$ cat config.mk
export PLATFORM = sky130hd
export DESIGN_NAME = pe_credit_node
export DESIGN_NICKNAME = d
export VERILOG_FILES = /design/src/rtl/pe_noc_pkg.sv /design/src/rtl/pe_rx_checker.sv /design/src/rtl/pe_credit_node.sv
export SDC_FILE = /design/constraint.sdc
export NUM_CORES = 1
export LEC_CHECK = 0
export CAP_MARGIN = 10
export CORE_MARGIN = 3
export CORE_UTILIZATION = 50
export CTS_CLUSTER_DIAMETER = 30
export CTS_CLUSTER_SIZE = 8
export DETAILED_ROUTE_END_ITERATION = 10
export GPL_TIMING_DRIVEN = 0
export HOLD_SLACK_MARGIN = 0.05
export MAX_ROUTING_LAYER = met4
export PLACE_DENSITY = 0.69
export SLEW_MARGIN = 10
export SYNTH_ARGS = -nofsm -noshare
export SYNTH_HDL_FRONTEND = slang
export SYNTH_SLANG_ARGS = --single-unit
$ cat constraint.sdc
create_clock -name clk -period 3.21 [get_ports clk]
set_input_delay 0.963 -clock clk [delete_from_list [all_inputs] [get_ports clk]]
set_output_delay 0.963 -clock clk [all_outputs]
set_load 0.02 [all_outputs]
$ cat src/rtl/pe_noc_pkg.sv
// Shared definitions for the credit-based NoC processor element:
// field widths/offsets, injection FSM states and destination rotation.
package pe_noc_pkg;

    typedef enum logic [1:0] {
        ST_IDLE  = 2'd0,
        ST_READY = 2'd1,
        ST_GAP   = 2'd2
    } inj_state_t;

    function automatic int id_width(input int num_nodes);
        return (num_nodes > 1) ? $clog2(num_nodes) : 1;
    endfunction

    function automatic int seq_width(input int data_w, input int num_nodes);
        return data_w - 2 * id_width(num_nodes);
    endfunction

    // Flit layout is {dest, src, seq}, MSB first; these give each field's LSB.
    localparam int SEQ_LSB = 0;

    function automatic int src_lsb(input int data_w, input int num_nodes);
        return seq_width(data_w, num_nodes);
    endfunction

    function automatic int dest_lsb(input int data_w, input int num_nodes);
        return data_w - id_width(num_nodes);
    endfunction

    // Cyclic destination walk that never addresses the sending node itself.
    function automatic int next_dest(input int cur, input int self_id, input int num_nodes);
        int nxt;
        nxt = (cur + 1) % num_nodes;
        if (nxt == self_id) begin
            nxt = (nxt + 1) % num_nodes;
        end
        return nxt;
    endfunction

endpackage

$ cat src/rtl/pe_rx_checker.sv
// Ejection side of the PE: accepts every flit, returns one credit per flit,
// and checks destination and per-source sequence continuity.
module pe_rx_checker
    import pe_noc_pkg::*;
#(
    parameter int DATA_W    = 20,
    parameter int NUM_NODES = 16,
    parameter int NODE_ID   = 5
) (
    input  logic              clk,
    input  logic              rst,
    input  logic [DATA_W-1:0] datain,
    input  logic              in_valid,
    output logic              co,
    output logic [15:0]       rx_count,
    output logic              misroute_err,
    output logic              seq_err
);

    localparam int ID_W     = id_width(NUM_NODES);
    localparam int SEQ_W    = seq_width(DATA_W, NUM_NODES);
    localparam int DEST_LSB = dest_lsb(DATA_W, NUM_NODES);
    localparam int SRC_LSB  = src_lsb(DATA_W, NUM_NODES);
    localparam logic [ID_W-1:0] SELF_ID = ID_W'(NODE_ID);

    logic [ID_W-1:0]  rx_dest;
    logic [ID_W-1:0]  rx_src;
    logic [SEQ_W-1:0] rx_seq;

    // Sized to the full src field so any src value indexes a real entry.
    logic [SEQ_W-1:0] exp_tab [2**ID_W];

    assign rx_dest = datain[DEST_LSB +: ID_W];
    assign rx_src  = datain[SRC_LSB +: ID_W];
    assign rx_seq  = datain[SEQ_LSB +: SEQ_W];

    // Stage boundary: flit accepted -> credit pulse, counters and flags registered
    always_ff @(posedge clk) begin
        if (rst) begin
            co           <= 1'b0;
            rx_count     <= '0;
            misroute_err <= 1'b0;
            seq_err      <= 1'b0;
            for (int i = 0; i < 2**ID_W; i++) begin
                exp_tab[i] <= '0;
            end
        end else begin
            co <= in_valid;
            if (in_valid) begin
                rx_count <= rx_count + 16'd1;
                if (rx_dest != SELF_ID) begin
                    misroute_err <= 1'b1;
                end else begin
                    if (rx_seq != exp_tab[rx_src]) begin
                        seq_err <= 1'b1;
                    end
                    // Always resynchronise so a single gap raises only one error.
                    exp_tab[rx_src] <= rx_seq + SEQ_W'(1);
                end
            end
        end
    end

endmodule

$ cat src/rtl/pe_credit_node.sv
// NoC processor element: credit-limited packet injector with configurable
// inter-packet gap, plus an ejection checker returning one credit per flit.
module pe_credit_node
    import pe_noc_pkg::*;
#(
    parameter int DATA_W    = 20,
    parameter int NUM_NODES = 16,
    parameter int NODE_ID   = 5,
    parameter int CREDITS   = 4,
    parameter int GAP       = 0
) (
    input  logic                             clk,
    input  logic                             RST,
    input  logic                             inj_en,
    input  logic [DATA_W-1:0]                datain,
    input  logic                             in_valid,
    input  logic                             ci,
    output logic [DATA_W-1:0]                dataout,
    output logic                             out_valid,
    output logic                             co,
    output logic [$clog2(CREDITS+1)-1:0]     credit_cnt,
    output logic [15:0]                      tx_count,
    output logic [15:0]                      rx_count,
    output logic                             misroute_err,
    output logic                             seq_err,
    output logic                             credit_err
);

    localparam int ID_W  = id_width(NUM_NODES);
    localparam int SEQ_W = seq_width(DATA_W, NUM_NODES);
    localparam int CNT_W = $clog2(CREDITS + 1);
    localparam int GAP_W = (GAP > 0) ? $clog2(GAP + 1) : 1;
    localparam logic [ID_W-1:0]  SELF_ID    = ID_W'(NODE_ID);
    localparam logic [ID_W-1:0]  FIRST_DEST = ID_W'((NODE_ID + 1) % NUM_NODES);
    localparam logic [CNT_W-1:0] CRED_MAX   = CNT_W'(CREDITS);

    inj_state_t       state;
    inj_state_t       state_nxt;
    logic             vld_p0;
    logic [ID_W-1:0]  tx_dest;
    logic [SEQ_W-1:0] tx_seq;
    logic [GAP_W-1:0] gap_cnt;
    logic             gap_last;

    assign gap_last = (int'(gap_cnt) == GAP - 1);

    // Send decision looks only at the registered credit count; a same-cycle
    // ci cannot unblock a send.
    always_comb begin
        state_nxt = state;
        vld_p0    = 1'b0;
        case (state)
            ST_IDLE: begin
                if (inj_en) begin
                    state_nxt = ST_READY;
                end
            end
            ST_READY: begin
                if (!inj_en) begin
                    state_nxt = ST_IDLE;
                end else if (credit_cnt < CRED_MAX) begin
                    vld_p0 = 1'b1;
                    if (GAP > 0) begin
                        state_nxt = ST_GAP;
                    end
                end
            end
            ST_GAP: begin
                if (gap_last) begin
                    state_nxt = inj_en ? ST_READY : ST_IDLE;
                end
            end
            default: state_nxt = ST_IDLE;
        endcase
    end

    // Stage boundary: send decision -> registered flit, credit and counters
    always_ff @(posedge clk) begin
        if (RST) begin
            state      <= ST_IDLE;
            dataout    <= '0;
            out_valid  <= 1'b0;
            tx_dest    <= FIRST_DEST;
            tx_seq     <= '0;
            gap_cnt    <= '0;
            credit_cnt <= '0;
            tx_count   <= '0;
            credit_err <= 1'b0;
        end else begin
            state     <= state_nxt;
            out_valid <= vld_p0;

            if (state == ST_GAP && !gap_last) begin
                gap_cnt <= gap_cnt + GAP_W'(1);
            end else begin
                gap_cnt <= '0;
            end

            if (vld_p0) begin
                dataout  <= {tx_dest, SELF_ID, tx_seq};
                tx_dest  <= ID_W'(next_dest(int'(tx_dest), NODE_ID, NUM_NODES));
                tx_seq   <= tx_seq + SEQ_W'(1);
                tx_count <= tx_count + 16'd1;
            end

            case ({vld_p0, ci})
                2'b10: credit_cnt <= credit_cnt + CNT_W'(1);
                2'b01: begin
                    if (credit_cnt == '0) begin
                        credit_err <= 1'b1;
                    end else begin
                        credit_cnt <= credit_cnt - CNT_W'(1);
                    end
                end
                default: ;
            endcase
        end
    end

    pe_rx_checker #(
        .DATA_W    (DATA_W),
        .NUM_NODES (NUM_NODES),
        .NODE_ID   (NODE_ID)
    ) u_rx (
        .clk          (clk),
        .rst          (RST),
        .datain       (datain),
        .in_valid     (in_valid),
        .co           (co),
        .rx_count     (rx_count),
        .misroute_err (misroute_err),
        .seq_err      (seq_err)
    );

endmodule

==> results of run 1 <==
cell type report:
type | count | share of cell area
Sequential cell | 266 | 0.481
Clock inverter | 38 | 0.0268
Buffer | 70 | 0.0219
Multi-Input combinational cell | 661 | 0.289
Timing Repair Buffer | 76 | 0.0507
Clock buffer | 68 | 0.102
Antenna cell | 2 | 0.000332
Inverter | 11 | 0.00274
Tap cell | 313 | 0.0260
path summary, 6_finish.rpt:
path,slack (ns),to,cells past startpoint,start
max reg2reg,0.70,u_rx.seq_err,6,u_rx.exp_tab[11][11]
min reg2reg,0.45,dataout[19],2,dataout[19]
max,-0.09,u_rx.exp_tab[13][9],8,datain[14]
min,0.45,dataout[19],2,dataout[19]
flip-flops by register name, summed over array words and instances, names as in the netlist:
signal / cells
u_rx.exp_tab: 192
dataout: 17
credit_cnt: 3
u_rx.misroute_err: 1
out_valid: 1
state: 1
tx_count: 16
u_rx.rx_count: 16
tx_dest: 4
u_rx.seq_err: 1
credit_err: 1
u_rx.co: 1
tx_seq: 12
power breakdown:
group	leakage (nW)	switching, mW	internal [mW]	total (mW)
Clock	0.953	1.81	4.00	5.80
Sequential	2.42	0.0695	3.84	3.91
Combinational	2.02	0.495	0.319	0.814
Total	5.40	2.37	8.16	10.5
cell usage in the layout, fill, tap and decap left out, types with 9 or more instances in the layout:
| master | netlist | layout |
|---|---|---|
| clkdlybuf4s50_1 | 0 | 75 |
| a22oi_1 | 11 | 11 |
| nor2_1 | 251 | 250 |
| buf_2 | 10 | 9 |
| nand4_1 | 13 | 13 |
| dfxtp_1 | 74 | 74 |
| clkbuf_16 | 0 | 59 |
| mux4_2 | 37 | 37 |
| nand2_1 | 96 | 79 |
| nor3_1 | 11 | 10 |
| clkinv_2 | 0 | 14 |
| o21ai_0 | 9 | 9 |
| xor2_1 | 34 | 31 |
| edfxtp_1 | 192 | 192 |
| inv_1 | 10 | 10 |
| a21oi_1 | 27 | 27 |
| nor4_1 | 10 | 9 |
| nand2_2 | 0 | 10 |
| xnor2_1 | 21 | 21 |
| nand3_1 | 28 | 28 |
| mux2i_1 | 35 | 35 |
| clkbuf_1 | 50 | 47 |
| clkinv_1 | 0 | 9 |
stage by stage:
step | worst slack [ns] | cells
6_report | -0.0857 | 1505
5_1_grt | -0.194 | 1505
4_1_cts | -0.104 | 1504
3_5_place_dp | -1.03 | 1399
3_3_place_gp | -0.975 | 1399
2_1_floorplan | 0.167 | 1010
worst min-delay path, delay by kind of cell (launching register included):
family	cells	cell delay, ns
AND/OR/NAND/NOR	1	0.05
AO/OA/AOI/OAI	1	0.05
flip-flops	1	0.30
logic make-up (layout without fill, tap and decap cells):
logic type,Yosys count,count (layout),synth area share
buffers and inverters,83,263,0.0303
DFF,266,266,0.614
and+or+nand+nor,449,449,0.163
xor gates and xnor gates,55,55,0.0408
other,1,4,0.000318
AOI/OAI and AO/OA,73,73,0.0404
muxes,74,74,0.102
adders and majority gates,8,8,0.00911
what timing repair did:
action | in CTS | in global routing
endpoints found under the setup margin | 222 | 233
gates resized for setup | 31 | 23
hold endpoints to repair | 0 | 0
pin swaps | 0 | 1
metal layers:
| metal | vias to the layer above | wire [um] |
|---|---|---|
| met4 | 0 | 1190 |
| met3 | 105 | 3000 |
| met2 | 468 | 15400 |
| met5 | - | 0 |
| met1 | 4145 | 12700 |
| li1 | 3876 | - |
==> qor.tcl, run 1 <==
set qor(result_of_the_run) {complete, but fails checks}
set qor(violations_in_the_final_reports) {setup timing}
set qor(ys_ff_latch) 266
set qor(yosys.area.top_type) {edfxtp_1}
set qor(drt_iter0_drc) 784
set qor(hold_path.class) {flip-flop to flip-flop}
set qor(unrepaired_setup_endpoints_after_global_routing) {yes}
set qor(p_total_mw) 10.5
set qor(max-clock-path-buffers) 3
set qor(power.leakage_nw) 5.40
set qor(fmax_mhz) 303
set qor(fin_skew_ns) 0.0154
set qor(netlist_top_cells_area) {edfxtp_1, dfxtp_1, nor2_1}
set qor(critical_path.endpoint_type) {flip-flop}
set qor(die_width_um) 160
set qor(grt_pass1_wl_mm) 50.2
set qor(synth_cell_types) 52
set qor(finalNetCount) 1176
set qor(critical-path-slowest-cell) {nor3_1}
set qor(drt-total-wl_mm) 32.3
set qor(drcViolationCount) 0
set qor(gp_congestion) 0.921
set qor(area_used_by_multi_input_combinational_logic_um2) 4350
set qor(port_buffers) 76
set qor(clock_latency_ns) 0.56
set qor(share_of_async_settable_or_async_resettable_flops_after_synthesis) 0
set qor(met3_usage) 0.0654
set qor(power_density_nw_per_um2) 699
set qor(path_buf_inv) 5
set qor(tritoncts_clock_tree) {done}
set qor(ys_top_cells_by_count) {nor2_1, edfxtp_1, nand2_1}
set qor(cp.required_ns) 3.43
set qor(layout_area_growth_over_synthesis_pct) 27.5
set qor(boundaryPins) 85
set qor(cts.htree.levels) 2
set qor(post_dp_cell_area_um2) 13000
set qor(timing.critical_path.max_delay_family) {buffers and inverters}
set qor(detail_route.wl_per_cell_um) 21.5
set qor(avgSynthCellArea_um2) 11.7
set qor(drive_gt1_frac) 0.155
set qor(timing.critical_path.from_type) {input port}
set qor(cts.clk_slew.worst_paths_ns) 0.05
set qor(final_period_minus_worst_setup_slack_ns) 3.30
set qor(crit_path_max_fanout) 12
set qor(synthMostInstantiatedCell) {nor2_1}
set qor(cts.sinks) 266
set qor(worst_slack_setup_final_ns) -0.0857
set qor(cts.root.buffer_cell) {clkbuf_16}
set qor(irDropWorstVdd_mv) 0.556
set qor(syn-instance-count) 1009
set qor(hold_viol) 0
set qor(initial_utilization) 0.515
set qor(post-cts-setup-buffer-count) 0
set qor(drtPass1Iterations) 7
set qor(dominantRegCellSynth) {edfxtp_1}
set qor(slew_viol_final) 0
set qor(post-route-cell-area_um2) 15100
set qor(area_share_of_the_leading_cell_type_in_the_synthesized_netlist) 0.488
set qor(synth.yosys.warnings) 0
set qor(drt.antenna.violating_nets) 0
set qor(worst_pin_slew_ns) 1.01
set qor(synth_edf_count) 192
set qor(antenna_found_initial) 2
set qor(std_cell_rows) 55
set qor(global_route.usage.met2) 0.417
set qor(synth_area_um2) 11800
set qor(synth_sequential_area_ratio) 0.614
set qor(use_met1) 0.333
set qor(mean_number_of_vias_per_cell) 5.71
set qor(core_area_um2) 22900
set qor(route.vias.total) 8594
set qor(critical_path.max_stage_delay_ns) 0.46
set qor(crit_chain) {clkbuf_1 -> buf_2 -> inv_2 -> buf_2 -> nor3_1 -> nand2_1 -> clkbuf_1 -> nand2_4}
set qor(num-fill-cells) 1718
set qor(max-cap-violations) 0
set qor(first_global_vias) 8882
set qor(setup_viol_count_final) 108
set qor(worstPathArrival_ns) 3.52
set qor(max-slew-margin-rel) 0.330
set qor(grt_start_max_net_pins) 15
set qor(fin_setup_tns_ns) -4.73
set qor(final_core_utilization) 0.657
set qor(hpwlAfterDp_mm) 20.6
set qor(final.period_utilization) 1.03
set qor(most_utilized_layer_in_the_global_route_result) {met2}
set qor(path_class) {input port to flip-flop}
set qor(overflow) 0
set qor(grtUsageTotal) 0.264
set qor(die-area_um2) 25500
set qor(layout.area.seq_um2) 7250
set qor(cts_made_buffers) 57
set qor(worst_hold_slack_ns) 0.454
set qor(cts.hold.buffers_added) 0
set qor(dieHeight_um) 160
Note: power is estimated with default switching activity, not from simulation.
==> run 2: changes to the inputs <==
TNS_END_PERCENT = 10   (was not set)
==> qor.tcl, run 2 (synthesis gave the netlist of run 1 again) <==
set qor(hpwlAfterDp_mm) 20.6 ;# unchanged
set qor(timing.critical_path.from_type) {input port} ;# unchanged
set qor(wl_met1_mm) 12.8 ;# was 12.7 mm
set qor(drive_gt1_frac) 0.152 ;# was 0.155
set qor(critical_path.endpoint_type) {flip-flop} ;# unchanged
set qor(cp-startpoint) {datain[19]} ;# was datain[14]
set qor(worst_slack_setup_final_ns) -0.0891 ;# was -0.0857 ns
set qor(detail_route.wl_per_cell_um) 21.4 ;# was 21.5 um
set qor(drt-total-wl_mm) 32.3 ;# about the same
set qor(initial_utilization) 0.515 ;# unchanged
set qor(seqPwrFrac) 0.372 ;# about the same
set qor(violations_in_the_final_reports) {setup timing} ;# unchanged
set qor(layout_area_growth_over_synthesis_pct) 27.5 ;# about the same
set qor(max-clock-path-buffers) 3 ;# unchanged
set qor(reg_top3) {u_rx.exp_tab: 192 flops, dataout: 17 flops} ;# unchanged
set qor(result_of_the_run) {complete, but fails checks} ;# unchanged
set qor(power_density_nw_per_um2) 700 ;# was 699 nW/um^2
set qor(mostFrequentLayoutCell) {nor2_1} ;# unchanged
set qor(max-cap-violations) 0 ;# unchanged
set qor(r2r_path_start) {u_rx.exp_tab[11][11]} ;# unchanged
set qor(worstPathArrival_ns) 3.50 ;# was 3.52 ns
set qor(mean_number_of_vias_per_cell) 5.71 ;# about the same
set qor(hold_path.class) {flip-flop to flip-flop} ;# unchanged
set qor(final.period_utilization) 1.03 ;# about the same
set qor(setup_viol_count_final) 93 ;# was 108
set qor(cts.hold.buffers_added) 0 ;# unchanged
set qor(drtPass1Iterations) 6 ;# was 7
set qor(crit_path_max_fanout) 12 ;# unchanged
set qor(cts_made_buffers) 57 ;# unchanged
set qor(post_dp_cell_area_um2) 13000 ;# unchanged
set qor(finish.cell_count_without_fillers) 1505 ;# unchanged
set qor(unrepaired_setup_endpoints_after_global_routing) {yes} ;# unchanged
set qor(gp_congestion) 0.921 ;# unchanged
set qor(clock_power_share) 0.551 ;# about the same
set qor(met3_wirelength_mm) 2.90 ;# was 3.00 mm
set qor(boundaryPins) 85 ;# unchanged
set qor(path_class) {input port to flip-flop} ;# unchanged
set qor(netSwitchingPower_mw) 2.37 ;# about the same
set qor(hold_viol) 0 ;# unchanged
set qor(power.leakage_nw) 5.39 ;# was 5.40 nW
set qor(max-slew-margin-rel) 0.332 ;# was 0.330
set qor(post-cts-setup-buffer-count) 0 ;# unchanged
set qor(met2_length_mm) 15.4 ;# about the same
set qor(die-area_um2) 25500 ;# unchanged
set qor(cts.htree.levels) 2 ;# unchanged
set qor(cp.required_ns) 3.41 ;# was 3.43 ns
set qor(drt.antenna.violating_nets) 0 ;# unchanged
set qor(sw_frac_of_total) 0.225 ;# about the same
set qor(routed.top_layer) {met4} ;# unchanged
set qor(critical_path.max_stage_delay_ns) 0.53 ;# was 0.46 ns
set qor(critical-path-slowest-cell) {nor3_1} ;# unchanged
set qor(irDropWorstVdd_mv) 0.556 ;# about the same
set qor(fin_skew_ns) 0.0148 ;# was 0.0154 ns
set qor(slew_viol_final) 0 ;# unchanged
set qor(final_core_utilization) 0.657 ;# about the same
set qor(worstHoldStart) {dataout[19]} ;# unchanged
set qor(largest_register_ffs) 192 ;# unchanged
set qor(post-route-cell-area_um2) 15000 ;# was 15,100 um^2
set qor(core_area_um2) 22900 ;# unchanged
set qor(dieHeight_um) 160 ;# unchanged
set qor(grt_pass1_wl_mm) 50.2 ;# about the same
set qor(std_cell_rows) 55 ;# unchanged
set qor(p_total_mw) 10.5 ;# about the same
set qor(place.detailed.instances) 1399 ;# unchanged
set qor(worst_pin_slew_ns) 1.00 ;# was 1.01 ns
set qor(overflow) 0 ;# unchanged
set qor(tritoncts_clock_tree) {done} ;# unchanged
set qor(cts.root.buffer_cell) {clkbuf_16} ;# unchanged
set qor(drt_iter0_drc) 754 ;# was 784
set qor(grtUsageTotal) 0.264 ;# about the same
set qor(finalNetCount) 1176 ;# unchanged
set qor(cts.sinks) 266 ;# unchanged
set qor(clock_latency_ns) 0.56 ;# about the same
set qor(port_buffers) 76 ;# unchanged
set qor(route.vias.total) 8600 ;# was 8,594
set qor(final_cell_mix) {nor2_1, edfxtp_1, nand2_1} ;# unchanged
set qor(fmax_mhz) 303 ;# about the same
set qor(registers.top_by_ff_count) {u_rx.exp_tab} ;# unchanged
set qor(internal_power_mw) 8.16 ;# about the same
set qor(die_width_um) 160 ;# unchanged
set qor(drcViolationCount) 0 ;# unchanged
set qor(first_global_vias) 8898 ;# was 8,882
set qor(crit_chain) {clkdlybuf4s50_1 -> nand4bb_1 -> nand2b_1 -> nor3_1 -> nand2_1 -> clkbuf_1 -> nand2_2} ;# was clkbuf_1 -> buf_2 -> inv_2 -> buf_2 -> nor3_1 -> nand2_1 -> clkbuf_1 -> nand2_4
set qor(cts.clk_slew.worst_paths_ns) 0.05 ;# about the same
set qor(grt_start_max_net_pins) 15 ;# unchanged
set qor(antenna_found_initial) 2 ;# unchanged
set qor(final_period_minus_worst_setup_slack_ns) 3.30 ;# about the same
set qor(combinationalPowerShare) 0.077 ;# about the same
==> run 2: routing by layer <==
metal,vias to the layer above,track usage
met3,109,0.0659
met1,4130,0.333
met2,474,0.418
met4,0,0.0979
li1,3887,-
met5,-,-
==> run 2: repair_timing <==
item / in CTS / in global routing
resized for setup: 29 / 19
pin swaps: 0 / 1
gates cloned: 0 / 0
setup endpoints to repair: 222 / 233
==> run 2: area by class of cell <==
class	instances	area, um^2
timing repair buffer	76	763
sequential	266	7250
multi-input combinational	661	4340
clock inverter	38	403
antenna	2	5.00
inverter	11	41.3
fill	1723	7870
clock buffer	68	1530
buffer	70	327
tap	313	392
==> run 2: final timing paths <==
kind / cells after the start / slack, ns / endpoint
worst max-delay path: 7 / -0.09 / u_rx.exp_tab[2][2]
worst min-delay path: 2 / 0.45 / dataout[19]
worst max register to register: 6 / 0.67 / u_rx.seq_err
worst min register to register: 2 / 0.45 / dataout[19]
==> run 2: worst max-delay path: cells and delay by family <==
kind | cells | cell delay, ns
buffers and inverters | 2 | 0.75
and+or+nand+nor | 5 | 1.76
==> run 2: power by group through the flow <==
stage | clock network [mW] | registers, mW | logic [mW]
2_1_floorplan | 0 | 3.98 | 0.474
3_3_place_gp | 0 | 3.96 | 0.773
3_5_place_dp | 0 | 3.97 | 0.784
4_1_cts | 5.86 | 3.91 | 0.805
5_1_grt | 6.05 | 3.93 | 0.867
6_report | 5.80 | 3.91 | 0.813
==> run 2: per-stage QoR <==
stage	worst slack, ns	setup TNS, ns	hold slack, ns
6_report	-0.0891	-4.12	0.454
5_1_grt	-0.194	-22.80	0.477
3_5_place_dp	-1.03	-190.37	0.449
3_3_place_gp	-0.975	-182.39	0.441
4_1_cts	-0.104	-1.05	0.456
2_1_floorplan	0.167	0	0.432
==> run 3: changes to the inputs <==
GPL_ROUTABILITY_DRIVEN = 0   (was not set)
clock period = 3.8 ns   (was 3.21 ns; I/O delays follow)
==> qor.tcl, run 3 (synthesis gave the netlist of run 1 again) <==
set qor(result_of_the_run) {complete, no violations} ;# was complete, but fails checks
set qor(post-cts-setup-buffer-count) 0 ;# unchanged
set qor(finalNetCount) 1178 ;# was 1,176
set qor(fmax_mhz) 271
set qor(largest_register_ffs) 192 ;# unchanged
set qor(slew_viol_final) 0 ;# unchanged
set qor(crit_chain) {clkbuf_1 -> buf_2 -> inv_2 -> buf_2 -> nor3_1 -> nand2_1 -> clkbuf_1 -> nand2_1} ;# was clkdlybuf4s50_1 -> nand4bb_1 -> nand2b_1 -> nor3_1 -> nand2_1 -> clkbuf_1 -> nand2_2
set qor(core_area_um2) 22900 ;# unchanged
set qor(first_global_vias) 8864 ;# was 8,898
set qor(tritoncts_clock_tree) {done} ;# unchanged
set qor(hold_viol) 0 ;# unchanged
set qor(boundaryPins) 85 ;# unchanged
set qor(post_dp_cell_area_um2) 13000 ;# unchanged
set qor(final_period_minus_worst_setup_slack_ns) 3.68
set qor(hold_path.class) {flip-flop to flip-flop} ;# unchanged
set qor(power.leakage_nw) 5.34 ;# was 5.39 nW
set qor(detail_route.wl_per_cell_um) 21.4 ;# about the same
set qor(drcViolationCount) 0 ;# unchanged
set qor(port_buffers) 76 ;# unchanged
set qor(reg_top3) {u_rx.exp_tab: 192 flops, dataout: 17 flops} ;# unchanged
set qor(route.vias.total) 8574 ;# was 8,600
set qor(critical-path-slowest-cell) {nand2_1} ;# was nor3_1
set qor(layout_area_growth_over_synthesis_pct) 26.5 ;# was 27.5%
set qor(place.detailed.instances) 1399 ;# unchanged
set qor(worstPathArrival_ns) 3.86 ;# was 3.50 ns
set qor(cts.sinks) 266 ;# unchanged
set qor(mean_number_of_vias_per_cell) 5.69 ;# was 5.71
set qor(initial_utilization) 0.515 ;# unchanged
set qor(cts_made_buffers) 57 ;# unchanged
set qor(clock_latency_ns) 0.55 ;# was 0.56 ns
set qor(unrepaired_setup_endpoints_after_global_routing) {no} ;# was yes
set qor(power_density_nw_per_um2) 596 ;# was 700 nW/um^2
set qor(cp.required_ns) 3.97 ;# was 3.41 ns
set qor(die-area_um2) 25500 ;# unchanged
set qor(mostFrequentLayoutCell) {nor2_1} ;# unchanged
set qor(worst_hold_slack_ns) 0.454 ;# about the same
set qor(crit_path_max_fanout) 12 ;# unchanged
set qor(drt-total-wl_mm) 32.2 ;# was 32.3 mm
set qor(die_width_um) 160 ;# unchanged
set qor(registers.top_by_ff_count) {u_rx.exp_tab} ;# unchanged
set qor(worst_pin_slew_ns) 0.895 ;# was 1.00 ns
set qor(critical_path.max_stage_delay_ns) 0.55 ;# was 0.53 ns
set qor(post-route-cell-area_um2) 14900 ;# was 15,000 um^2
set qor(critical_path.endpoint_type) {flip-flop} ;# unchanged
set qor(grtUsageTotal) 0.263 ;# was 0.264
set qor(cts.clk_slew.worst_paths_ns) 0.05 ;# about the same
set qor(hpwlAfterDp_mm) 20.6 ;# unchanged
set qor(cts.htree.levels) 2 ;# unchanged
set qor(finish.cell_count_without_fillers) 1506 ;# was 1,505
set qor(final.period_utilization) 0.970
set qor(drt.antenna.violating_nets) 0 ;# unchanged
set qor(dieHeight_um) 160 ;# unchanged
set qor(fin_skew_ns) 0.0133 ;# was 0.0148 ns
set qor(drive_gt1_frac) 0.133 ;# was 0.152
set qor(antenna_found_initial) 1 ;# was 2
set qor(irDropWorstVdd_mv) 0.469 ;# was 0.556 mV
set qor(setup_viol_count_final) 0 ;# was 93
set qor(final_cell_mix) {nor2_1, edfxtp_1, nand2_1} ;# unchanged
set qor(path_class) {input port to flip-flop} ;# unchanged
set qor(overflow) 0 ;# unchanged
set qor(final_core_utilization) 0.651 ;# was 0.657
set qor(std_cell_rows) 55 ;# unchanged
set qor(grt_pass1_wl_mm) 50.0 ;# was 50.2 mm
set qor(drtPass1Iterations) 5 ;# was 6
set qor(max-clock-path-buffers) 3 ;# unchanged
set qor(r2r_path_start) {u_rx.exp_tab[11][11]} ;# unchanged
set qor(cp-startpoint) {datain[14]} ;# was datain[19]
set qor(drt_iter0_drc) 823 ;# was 754
set qor(worstHoldStart) {dataout[19]} ;# unchanged
set qor(cts.root.buffer_cell) {clkbuf_16} ;# unchanged
set qor(timing.critical_path.from_type) {input port} ;# unchanged
set qor(max-cap-violations) 0 ;# unchanged
set qor(grt_start_max_net_pins) 15 ;# unchanged
set qor(cts.hold.buffers_added) 0 ;# unchanged
set qor(cts-resized-gates) 1 ;# was 29
set qor(max-slew-margin-rel) 0.399 ;# was 0.332
==> run 3: cell types whose count changed in the layout (fill, tap and decap cells not counted), sizes merged <==
cell / before / now
clkbuf: 116 / 118
clkdlybuf4s50: 75 / 76
dlymetal6s2s: 1 / 0
diode: 2 / 1
==> run 3: final timing paths <==
check / endpoint / slack, ns / depth (start not counted)
max: u_rx.exp_tab[5][7] / 0.12 / 8
min: dataout[19] / 0.45 / 2
max reg2reg: u_rx.seq_err / 1.43 / 6
min reg2reg: dataout[19] / 0.45 / 2
==> run 3: area by class of cell <==
cell class	instances	area, um^2
timing repair buffer	76	761
tap	313	392
inverter	11	41.3
fill	1745	7990
antenna	1	2.50
multi-input combinational	661	4240
clock inverter	38	403
clock buffer	68	1530
sequential	266	7250
buffer	72	317
==> run 3: metrics by stage <==
| step | setup slack [ns] | total power [mW] | setup TNS [ns] |
|---|---|---|---|
| final | 0.115 | 8.89 | 0 |
| after global routing | 0.00238 | 9.15 | 0 |
| after CTS | 0.0129 | 8.93 | 0 |
| after detailed placement | -0.620 | 4.01 | -73.71 |
| after global placement | -0.562 | 4.00 | -68.95 |
| after floorplan | 0.580 | 3.76 | 0 |
==> run 3: routing by layer <==
| metal | wire, um | part of all wire | vias to the layer above | track usage |
|---|---|---|---|---|
| li1 | - | - | 3880 | - |
| met5 | 0 | 0 | - | - |
| met2 | 15500 | 0.48 | 480 | 0.413 |
| met3 | 3040 | 0.094 | 90 | 0.0672 |
| met1 | 12700 | 0.40 | 4124 | 0.333 |
| met4 | 911 | 0.028 | 0 | 0.0991 |
==> run 3: worst max-delay path, delay by kind of cell <==
kind | cells | cell delay [ns]
buffers and inverters | 5 | 1.41
and+or+nand+nor | 3 | 1.30
==> run 3: power by group <==
part	internal [mW]	switching [mW]	total (mW)
combinational	0.264	0.413	0.677
sequential	3.25	0.0582	3.31
clock	3.38	1.53	4.91
total	6.89	2.01	8.89
